<file path="src/rtl/bitstream_loader.sv">
// bitstream_loader: streams host bytes (LSB first) into a configuration chain
// through a divided programming clock (prog_clk / prog_en / prog_in).
// Optional feature: define BITSTREAM_LOADER_CRC_EN to enable readback CRC-8
// checking of prog_out against one trailing host byte.
module bitstream_loader #(
    parameter int CHAIN_LEN = 40,
    parameter int CLK_DIV   = 2
) (
    input  logic       clk,
    input  logic       rst,
    input  logic       start,
    input  logic [7:0] byte_data,
    input  logic       byte_valid,
    output logic       byte_ready,
    output logic       busy,
    output logic       done,
    output logic       crc_err,
    output logic       prog_clk,
    output logic       prog_en,
    output logic       prog_in,
    input  logic       prog_out
);

    localparam logic [15:0] LAST_BIT = 16'(CHAIN_LEN);
    localparam logic [7:0]  DIV_LAST = 8'(CLK_DIV - 1);

    typedef enum logic [2:0] {
        IDLE,
        FETCH,
        SHIFT_LO,
        SHIFT_HI,
        CHECK,
        FINISH
    } state_t;

    state_t      state_q, state_d;
    logic [15:0] bit_cnt_q, bit_cnt_d;   // chain bits already clocked in
    logic [7:0]  div_cnt_q, div_cnt_d;   // clk cycles spent in current half-period
    logic [2:0]  bit_idx_q, bit_idx_d;   // bit position within the current byte
    logic [7:0]  shift_q, shift_d;       // current byte, LSB is the next bit out
    logic [15:0] bit_cnt_inc;

    logic byte_ready_q, byte_ready_d;
    logic busy_q, busy_d;
    logic done_q, done_d;
    logic prog_clk_q, prog_clk_d;
    logic prog_en_q, prog_en_d;
    logic prog_in_q, prog_in_d;

`ifdef BITSTREAM_LOADER_CRC_EN
    logic [7:0] crc_q, crc_d;
    logic       crc_err_q, crc_err_d;

    // CRC-8, poly 0x07, MSB-first register, one input bit per step
    function automatic logic [7:0] crc8_step(input logic [7:0] crc, input logic din);
        logic fb;
        fb = crc[7] ^ din;
        return {crc[6:0], 1'b0} ^ (fb ? 8'h07 : 8'h00);
    endfunction
`else
    // Without readback checking the chain output has no consumer
    logic unused_prog_out;
    assign unused_prog_out = prog_out;
`endif

    assign bit_cnt_inc = bit_cnt_q + 16'd1;

    // Next-state, datapath and registered-output computation
    always_comb begin
        state_d   = state_q;
        bit_cnt_d = bit_cnt_q;
        div_cnt_d = div_cnt_q;
        bit_idx_d = bit_idx_q;
        shift_d   = shift_q;
        prog_in_d = prog_in_q;
`ifdef BITSTREAM_LOADER_CRC_EN
        crc_d     = crc_q;
        crc_err_d = crc_err_q;
`endif

        case (state_q)
            IDLE: begin
                if (start) begin
                    state_d   = FETCH;
                    bit_cnt_d = 16'd0;
`ifdef BITSTREAM_LOADER_CRC_EN
                    crc_d     = 8'h00;
                    crc_err_d = 1'b0;
`endif
                end
            end

            FETCH: begin
                // byte_ready_q is high exactly while in FETCH/CHECK
                if (byte_valid && byte_ready_q) begin
                    shift_d   = byte_data;
                    bit_idx_d = 3'd0;
                    div_cnt_d = 8'd0;
                    state_d   = SHIFT_LO;
                end
            end

            SHIFT_LO: begin
                if (div_cnt_q == DIV_LAST) begin
                    div_cnt_d = 8'd0;
                    state_d   = SHIFT_HI;
`ifdef BITSTREAM_LOADER_CRC_EN
                    // prog_clk rises on this edge; capture the chain output now
                    crc_d     = crc8_step(crc_q, prog_out);
`endif
                end else begin
                    div_cnt_d = div_cnt_q + 8'd1;
                end
            end

            SHIFT_HI: begin
                if (div_cnt_q == DIV_LAST) begin
                    div_cnt_d = 8'd0;
                    bit_cnt_d = bit_cnt_inc;
                    shift_d   = shift_q >> 1;
                    bit_idx_d = bit_idx_q + 3'd1;
                    if (bit_cnt_inc == LAST_BIT) begin
`ifdef BITSTREAM_LOADER_CRC_EN
                        state_d = CHECK;
`else
                        state_d = FINISH;
`endif
                    end else if (bit_idx_q == 3'd7) begin
                        state_d = FETCH;
                    end else begin
                        state_d = SHIFT_LO;
                    end
                end else begin
                    div_cnt_d = div_cnt_q + 8'd1;
                end
            end

            CHECK: begin
`ifdef BITSTREAM_LOADER_CRC_EN
                if (byte_valid && byte_ready_q) begin
                    if (byte_data != crc_q) begin
                        crc_err_d = 1'b1;
                    end
                    state_d = FINISH;
                end
`else
                state_d = FINISH;
`endif
            end

            FINISH: begin
                state_d = IDLE;
            end

            default: begin
                state_d = IDLE;
            end
        endcase

        // Outputs are derived from the next state so they register in step with it
        busy_d       = (state_d != IDLE) && (state_d != FINISH);
        done_d       = (state_d == FINISH);
        byte_ready_d = (state_d == FETCH) || (state_d == CHECK);
        prog_en_d    = busy_d;
        prog_clk_d   = (state_d == SHIFT_HI);
        // prog_in only moves on entry to / while in the low half-period
        if (state_d == SHIFT_LO) begin
            prog_in_d = shift_d[0];
        end
    end

    // State, counters and registered outputs; reset clears control only
    always_ff @(posedge clk) begin
        if (rst) begin
            state_q      <= IDLE;
            bit_cnt_q    <= 16'd0;
            div_cnt_q    <= 8'd0;
            bit_idx_q    <= 3'd0;
            byte_ready_q <= 1'b0;
            busy_q       <= 1'b0;
            done_q       <= 1'b0;
            prog_clk_q   <= 1'b0;
            prog_en_q    <= 1'b0;
            prog_in_q    <= 1'b0;
`ifdef BITSTREAM_LOADER_CRC_EN
            crc_q        <= 8'h00;
            crc_err_q    <= 1'b0;
`endif
        end else begin
            state_q      <= state_d;
            bit_cnt_q    <= bit_cnt_d;
            div_cnt_q    <= div_cnt_d;
            bit_idx_q    <= bit_idx_d;
            byte_ready_q <= byte_ready_d;
            busy_q       <= busy_d;
            done_q       <= done_d;
            prog_clk_q   <= prog_clk_d;
            prog_en_q    <= prog_en_d;
            prog_in_q    <= prog_in_d;
`ifdef BITSTREAM_LOADER_CRC_EN
            crc_q        <= crc_d;
            crc_err_q    <= crc_err_d;
`endif
        end
        shift_q <= shift_d;
    end

    assign byte_ready = byte_ready_q;
    assign busy       = busy_q;
    assign done       = done_q;
    assign prog_clk   = prog_clk_q;
    assign prog_en    = prog_en_q;
    assign prog_in    = prog_in_q;
`ifdef BITSTREAM_LOADER_CRC_EN
    assign crc_err    = crc_err_q;
`else
    assign crc_err    = 1'b0;
`endif

endmodule

</file>
<file path="config.mk">
export PLATFORM = sky130hd
export DESIGN_NAME = bitstream_loader
export DESIGN_NICKNAME = d
export VERILOG_FILES = /design/src/rtl/bitstream_loader.sv
export SDC_FILE = /design/constraint.sdc
export NUM_CORES = 1
export LEC_CHECK = 0
export CAP_MARGIN = 30
export CORE_ASPECT_RATIO = 0.6
export CORE_UTILIZATION = 25
export DETAILED_ROUTE_END_ITERATION = 16
export PLACE_DENSITY_LB_ADDON = 0.3
export SLEW_MARGIN = 20
export SYNTH_ARGS = -nofsm -noshare
export SYNTH_HDL_FRONTEND = slang
export SYNTH_SLANG_ARGS = --single-unit
</file>
<file path="constraint.sdc">
create_clock -name clk -period 3.35 [get_ports clk]
set_input_delay 0.5025 -clock clk [delete_from_list [all_inputs] [get_ports clk]]
set_output_delay 0.5025 -clock clk [all_outputs]
set_load 0.005 [all_outputs]
</file>
==> summary.txt, run 1 <==
Run status
  • Outcome: finished clean

Routing
  • 1st-iter DRT viols: 145
  • Total iterations of the first detailed-routing run: 4
  • Antenna-violating nets left: 0
  • DRC violations left: 0
  • Drt via density: 5.04
  • Routed WL: 5400 um
  • Vias: 2021
  • Routed WL per cell: 13.5 um

Global route
  • Vias in the first global route: 1806
  • All-Layer GR Usage: 0.122
  • Antenna violations before repair: 0
  • First-pass GRT wire length: 9160 um
  • Largest net degree at the start of global routing: 19
  • Total grt overflow: 0

Setup path
  • Crit end category: flip-flop
  • R2r setup slk: 0.54 ns
  • Slowest cell delay on critical path: 0.53 ns
  • Crit-path max FO: 5
  • Worst EP required: 3.56 ns
  • Kind of critical path: reg2reg
  • Worst path cell trace: ha_1 > nand3_1 > nor4_1 > xnor2_1 > o211ai_1 > or3b_1 > a311o_1 > nor3b_2
  • Data arrival, critical path: 3.03 ns
  • Reg2reg start: bit_cnt_q[0]
  • FF-to-FF path depth: 8
  • Slowest CP cell: nor4_1
  • Critical R2R Capture: byte_ready
  • CP startpoint kind: flip-flop

Min path
  • Hold EP: div_cnt_q[7]
  • Hold depth: 2
  • Hold Startpoint: div_cnt_q[7]
  • Hold Crit Class: reg2reg

STA
  • Fin crit period: 2.81 ns
  • RSZ-0062 raised after global routing: false
  • Final Cycle Share: 0.840
  • Slew margin rel.: 0.596
  • Hold WS: 0.514 ns
  • Max Fclk: 355 MHz
  • Final setup violation count: 0
  • Setup TNS: 0 ns
  • Final Hold Fails: 0
  • Worst slew pin tran: 0.603 ns
  • Max Slew Vio Count: 0
  • Layout Skew: 0.00709 ns

Yosys
  • Cells after Synth: 273
  • Number of synthesized flops with an enable pin: 7
  • Fraction of registers with async set/reset: 0
  • Synth unique cells: 58
  • Yosys reg bits: 43
  • Mapped Area: 2300 um^2
  • Net Count, Synth: 291
  • Top_reg_cell synth: dfxtp_1
  • Synth warn: 0
  • Mean Syn Cell Area: 8.42 um^2
  • Register area share after synthesis: 0.405

CTS
  • Clock Path Buffers: 2
  • H-tree levels: 2
  • CTS clk-pin slew, worst paths: 0.06 ns
  • Post-CTS sizing: 0
  • Post-CTS Setup Inserts: 0
  • Worst-skew pair later-pin latency: 0.29 ns
  • CTS tree: done
  • Root buffer cell: clkbuf_16
  • Hold_buf cts: 0
  • Clk sinks: 43
  • Number of CTS-inserted buffers: 5

Place
  • Cell Area, Placed: 2590 um^2
  • RePlAce Congestion: 0.834
  • Placed cell count: 394
  • Post-DP HPWL: 3760 um
  • PortBufs: 17

Power and ir drop
  • Peak supply drop: 0.000155 V
  • Leakage: 0.000957 uW
  • PD cells: 409 nW/um^2

Floorplan
  • Die Wd: 126 um
  • Die Height: 76.3 um
  • Starting Density: 0.264
  • Row count: 26
  • Boundary Pins: 20
  • Die area: 9590 um^2
  • Core Box Area: 8720 um^2

Cells and area
  • Commonest non-fill, non-tap cell in the layout: dfxtp_1
  • Antenna Cells: 0
  • Layout net count: 307
  • Design Area, Final: 2740 um^2
  • Layout Utilization: 0.314
  • Share of layout cells above drive strength 1: 0.0934
  • Commonest non-fill, non-tap cells in the layout: dfxtp_1, nor2_1, a21oi_1, o21ai_0, clkdlybuf4s50_1
  • Post-Layout Cell Count: 401
  • P&R area growth vs syn: 19.1%

Job
  • Max-cap violations: 0
worst max path at each step:
stage / start / endpoint / cells past startpoint
2_1_floorplan: bit_cnt_q[0] / byte_ready / 8
3_3_place_gp: bit_cnt_q[0] / byte_ready / 8
3_5_place_dp: bit_cnt_q[0] / byte_ready / 8
4_1_cts: bit_cnt_q[0] / byte_ready / 8
5_1_grt: bit_cnt_q[0] / byte_ready / 8
6_report: bit_cnt_q[0] / byte_ready / 8
layer usage:
metal	wire [um]	track usage	up-vias
li1	-	-	1039
met5	0	0	-
met2	1930	0.151	47
met1	3020	0.186	927
met3	349	0.0365	8
met4	104	0.0542	0
kinds of logic after synthesis:
logic type / count (synthesis) / synth area share
other: 1 / 0.00163
buffers and inverters: 19 / 0.0354
adder cells (fa/ha/maj): 5 / 0.0272
AO/OA/AOI/OAI: 82 / 0.221
flip-flops: 43 / 0.405
XOR/XNOR: 2 / 0.00762
multiplexers: 1 / 0.00490
AND/OR/NAND/NOR: 120 / 0.297
metrics by stage:
| stage | power, uW | setup WS (ns) |
|---|---|---|
| finish | 1120 | 0.536 |
| global route | 1170 | 0.282 |
| CTS | 1140 | 0.543 |
| detailed placement | 640 | 0.561 |
| global placement | 640 | 0.588 |
| floorplan | 603 | 0.846 |
where the power goes:
part	total, uW	switching [uW]	internal [uW]
sequential	544	7.78	537
combinational	84.7	44.6	40.1
clock	490	198	291
total	1120	251	868
synthesized netlist by cell type, types with 6 or more instances:
cell type / number / share of area
dfxtp_1: 36 / 0.31
nor2_1: 34 / 0.056
a21oi_1: 29 / 0.063
o21ai_0: 25 / 0.054
nand2_1: 13 / 0.021
nand3_1: 12 / 0.026
clkbuf_1: 9 / 0.015
nor3_1: 8 / 0.017
or3_1: 8 / 0.022
edfxtp_1: 7 / 0.091
nor3b_1: 7 / 0.023
a22o_1: 6 / 0.023
inv_1: 6 / 0.0098
state kept, by name, indices dropped and copies added (netlist names):
signal	flops
bit_cnt_q	16
div_cnt_q	8
shift_q	8
bit_idx_q	3
state_q	3
byte_ready	1
done	1
prog_clk	1
prog_en	1
prog_in	1
worst max-delay path: cells and delay by family (launching register included):
family                   cells  cell delay (ns)
AND/OR/NAND/NOR              4             1.36
AO/OA/AOI/OAI                2             0.55
flip-flops                   1             0.40
adder cells (fa/ha/maj)      1             0.25
XOR/XNOR                     1             0.18
cell type report:
class                           count  area [um^2]
Clock buffer                        6          139
Clock inverter                      1         5.00
Fill cell                         931         5980
Inverter                            6         22.5
Multi-Input combinational cell    211         1290
Sequential cell                    43          931
Tap cell                          112          140
Timing Repair Buffer               22          208
No activity file was read; power rests on OpenSTA's default activity.
==> inputs of run 2 (changes only) <==
clock period = 2.7 ns   (was 3.35 ns; I/O delays follow)
==> run 2 against run 1 <==
Net effect:
- clock skew grew 0.0012 ns
- utilization grew 1.6 points
- final cell count grew 4.0%
- worst hold slack lost 0.016 ns
- total power grew 33%
- maximum frequency grew 11%
- worst setup slack lost 0.38 ns
- clock-buffer cell count is the same
- critical path depth grew 1
- combinational power grew 25%
- non-clock buffer count grew 15
- clock power grew 43%
- critical endpoint unchanged
- largest cell class unchanged
==> summary.txt, run 2 (synthesis gave the netlist of run 1 again) <==
Min path
  • Hold depth: 2
  • Hold Crit Class: reg2reg
  • Hold Startpoint: div_cnt_q[7]
  • Hold EP: div_cnt_q[7]

Cells and area
  • Layout Utilization: 0.330
  • Layout net count: 322
  • Fill count: 899
  • P&R area growth vs syn: 25.3%
  • Multi-input logic area: 1300 um^2
  • Commonest non-fill, non-tap cells in the layout: dfxtp_1, nor2_1, a21oi_1, o21ai_0, buf_4
  • Largest regs: bit_cnt_q: 16 flops, div_cnt_q: 8 flops, shift_q: 8 flops
  • Max reg flops: 16
  • Antenna Cells: 0
  • Seq. cell area: 931 um^2
  • Commonest non-fill, non-tap cell in the layout: dfxtp_1
  • Share of layout cells above drive strength 1: 0.141
  • Largest Register: bit_cnt_q

STA
  • Final Cycle Share: 0.943
  • Max Fclk: 393 MHz
  • Fin crit period: 2.55 ns
  • RSZ-0062 raised after global routing: false
  • Final Worst Setup Slack: 0.155 ns
  • Max Slew Vio Count: 0
  • Setup TNS: 0 ns
  • Final setup violation count: 0
  • Final Hold Fails: 0
  • Slew margin rel.: 0.662
  • Worst slew pin tran: 0.505 ns
  • Layout Skew: 0.00829 ns

CTS
  • CTS clk-pin slew, worst paths: 0.06 ns
  • Clk sinks: 43
  • Clock Path Buffers: 2
  • Hold_buf cts: 0
  • Root buffer cell: clkbuf_16
  • H-tree levels: 2
  • Post-CTS Setup Inserts: 0
  • CTS tree: done
  • Number of CTS-inserted buffers: 5
  • Worst-skew pair later-pin latency: 0.29 ns

Global route
  • First-pass GRT wire length: 9600 um
  • Total grt overflow: 0
  • Largest net degree at the start of global routing: 20
  • Antenna violations before repair: 0
  • All-Layer GR Usage: 0.128
  • Vias in the first global route: 1889

Routing
  • Total iterations of the first detailed-routing run: 5
  • Vias: 2113
  • Routed WL: 5690 um
  • DRC violations left: 0
  • Drt via density: 5.07
  • Routed WL per cell: 13.6 um
  • Antenna-violating nets left: 0
  • 1st-iter DRT viols: 168

Setup path
  • CP startpoint kind: flip-flop
  • Buffers and inverters on the worst path: 1
  • Slowest cell delay on critical path: 0.43 ns
  • Critical R2R Capture: byte_ready
  • Crit end category: flip-flop
  • Reg2reg start: bit_cnt_q[0]
  • Crit-path max FO: 5
  • FF-to-FF path depth: 9
  • R2r setup slk: 0.15 ns
  • Worst EP required: 2.92 ns
  • Worst path cell trace: ha_1 > nand3_1 > nor4_2 > buf_4 > xnor2_1 > o211ai_1 > or3b_1 > a311o_1 > nor3b_2
  • Kind of critical path: reg2reg
  • Data arrival, critical path: 2.77 ns
  • Crit path max-delay family: simple AND/OR/NAND/NOR gates
  • Slowest CP cell: a311o_1

Floorplan
  • Boundary Pins: 20
  • Die Height: 76.3 um
  • Die Wd: 126 um
  • Core Box Area: 8720 um^2
  • Starting Density: 0.264
  • Row count: 26
  • Die area: 9590 um^2

Place
  • Post-DP HPWL: 4020 um
  • PortBufs: 17
  • RePlAce Congestion: 0.821
  • Place WS: 0.146 ns

Job
  • Max-cap violations: 0

Power and ir drop
  • Leakage: 0.00104 uW
  • PD cells: 515 nW/um^2
  • Peak supply drop: 0.000228 V
  • Pwr Total: 1480 uW

Run status
  • Outcome: finished clean
==> run 2: cell count changes in the layout (fill, tap and decap cells not counted), sizes merged <==
cell	delta
bufinv	+1
buf	+15
clkinvlp	+1
clkinv	-1
==> run 2: worst max path at each step <==
stage | cells past startpoint | startpoint | end | slack [ns]
detailed placement | 9 | bit_cnt_q[0] | byte_ready | 0.15
CTS | 9 | bit_cnt_q[0] | byte_ready | 0.13
global placement | 9 | bit_cnt_q[0] | byte_ready | 0.21
finish | 9 | bit_cnt_q[0] | byte_ready | 0.15
global route | 9 | bit_cnt_q[0] | byte_ready | 0.005
floorplan | 8 | bit_cnt_q[0] | byte_ready | 0.20
==> run 2: cell type report <==
| class | count | share of cell area |
|---|---|---|
| clock buffer | 6 | 0.0448 |
| clock inverter | 2 | 0.0130 |
| inverter | 6 | 0.00782 |
| multi-input combinational | 211 | 0.451 |
| sequential | 43 | 0.323 |
| tap | 112 | 0.0487 |
| timing repair buffer | 37 | 0.111 |
==> run 2: worst reg2reg max path, cell delays in order, from the launching register on <==
cell      delay [ns]
dfxtp_1         0.39
ha_1            0.20
nand3_1         0.13
nor4_2          0.30
buf_4           0.17
xnor2_1         0.11
o211ai_1        0.14
or3b_1          0.42
a311o_1         0.44
nor3b_2         0.19
==> run 2: per-layer routing <==
layer	vias to the layer above	wire length [um]	share of wire	track usage
li1	1068	-	-	-
met3	5	337	0.059	0.0365
met2	51	2010	0.35	0.156
met5	-	0	0	0
met4	0	72	0.013	0.0506
met1	989	3260	0.57	0.201
==> run 2: what timing repair did <==
| item | 4_1_cts | 5_1_grt |
|---|---|---|
| hold endpoints to repair | 0 | 0 |
| gates resized for setup | 0 | 1 |
| setup endpoints to repair | 0 | 1 |
==> run 2: per-stage QoR <==
stage	hold WS (ns)	cell area, um^2	cells
after detailed placement	0.479	2710	409
after floorplan	0.458	2300	273
after global routing	0.525	2880	417
final	0.498	2880	417
after global placement	0.483	2710	409
after CTS	0.499	2870	417
==> run 2: power breakdown <==
| part | internal, uW | switching (uW) | total [uW] |
|---|---|---|---|
| logic | 50.4 | 55.8 | 106 |
| registers | 666 | 9.84 | 675 |
| clock network | 437 | 265 | 702 |
| total | 1150 | 331 | 1480 |
==> inputs of run 3 (changes only) <==
GPL_ROUTABILITY_DRIVEN = 0   (was unset)
SKIP_LAST_GASP = 1   (was unset)
==> results of run 3 <==
Same layout as run 2: the final DEF is identical, and so are final timing and power.
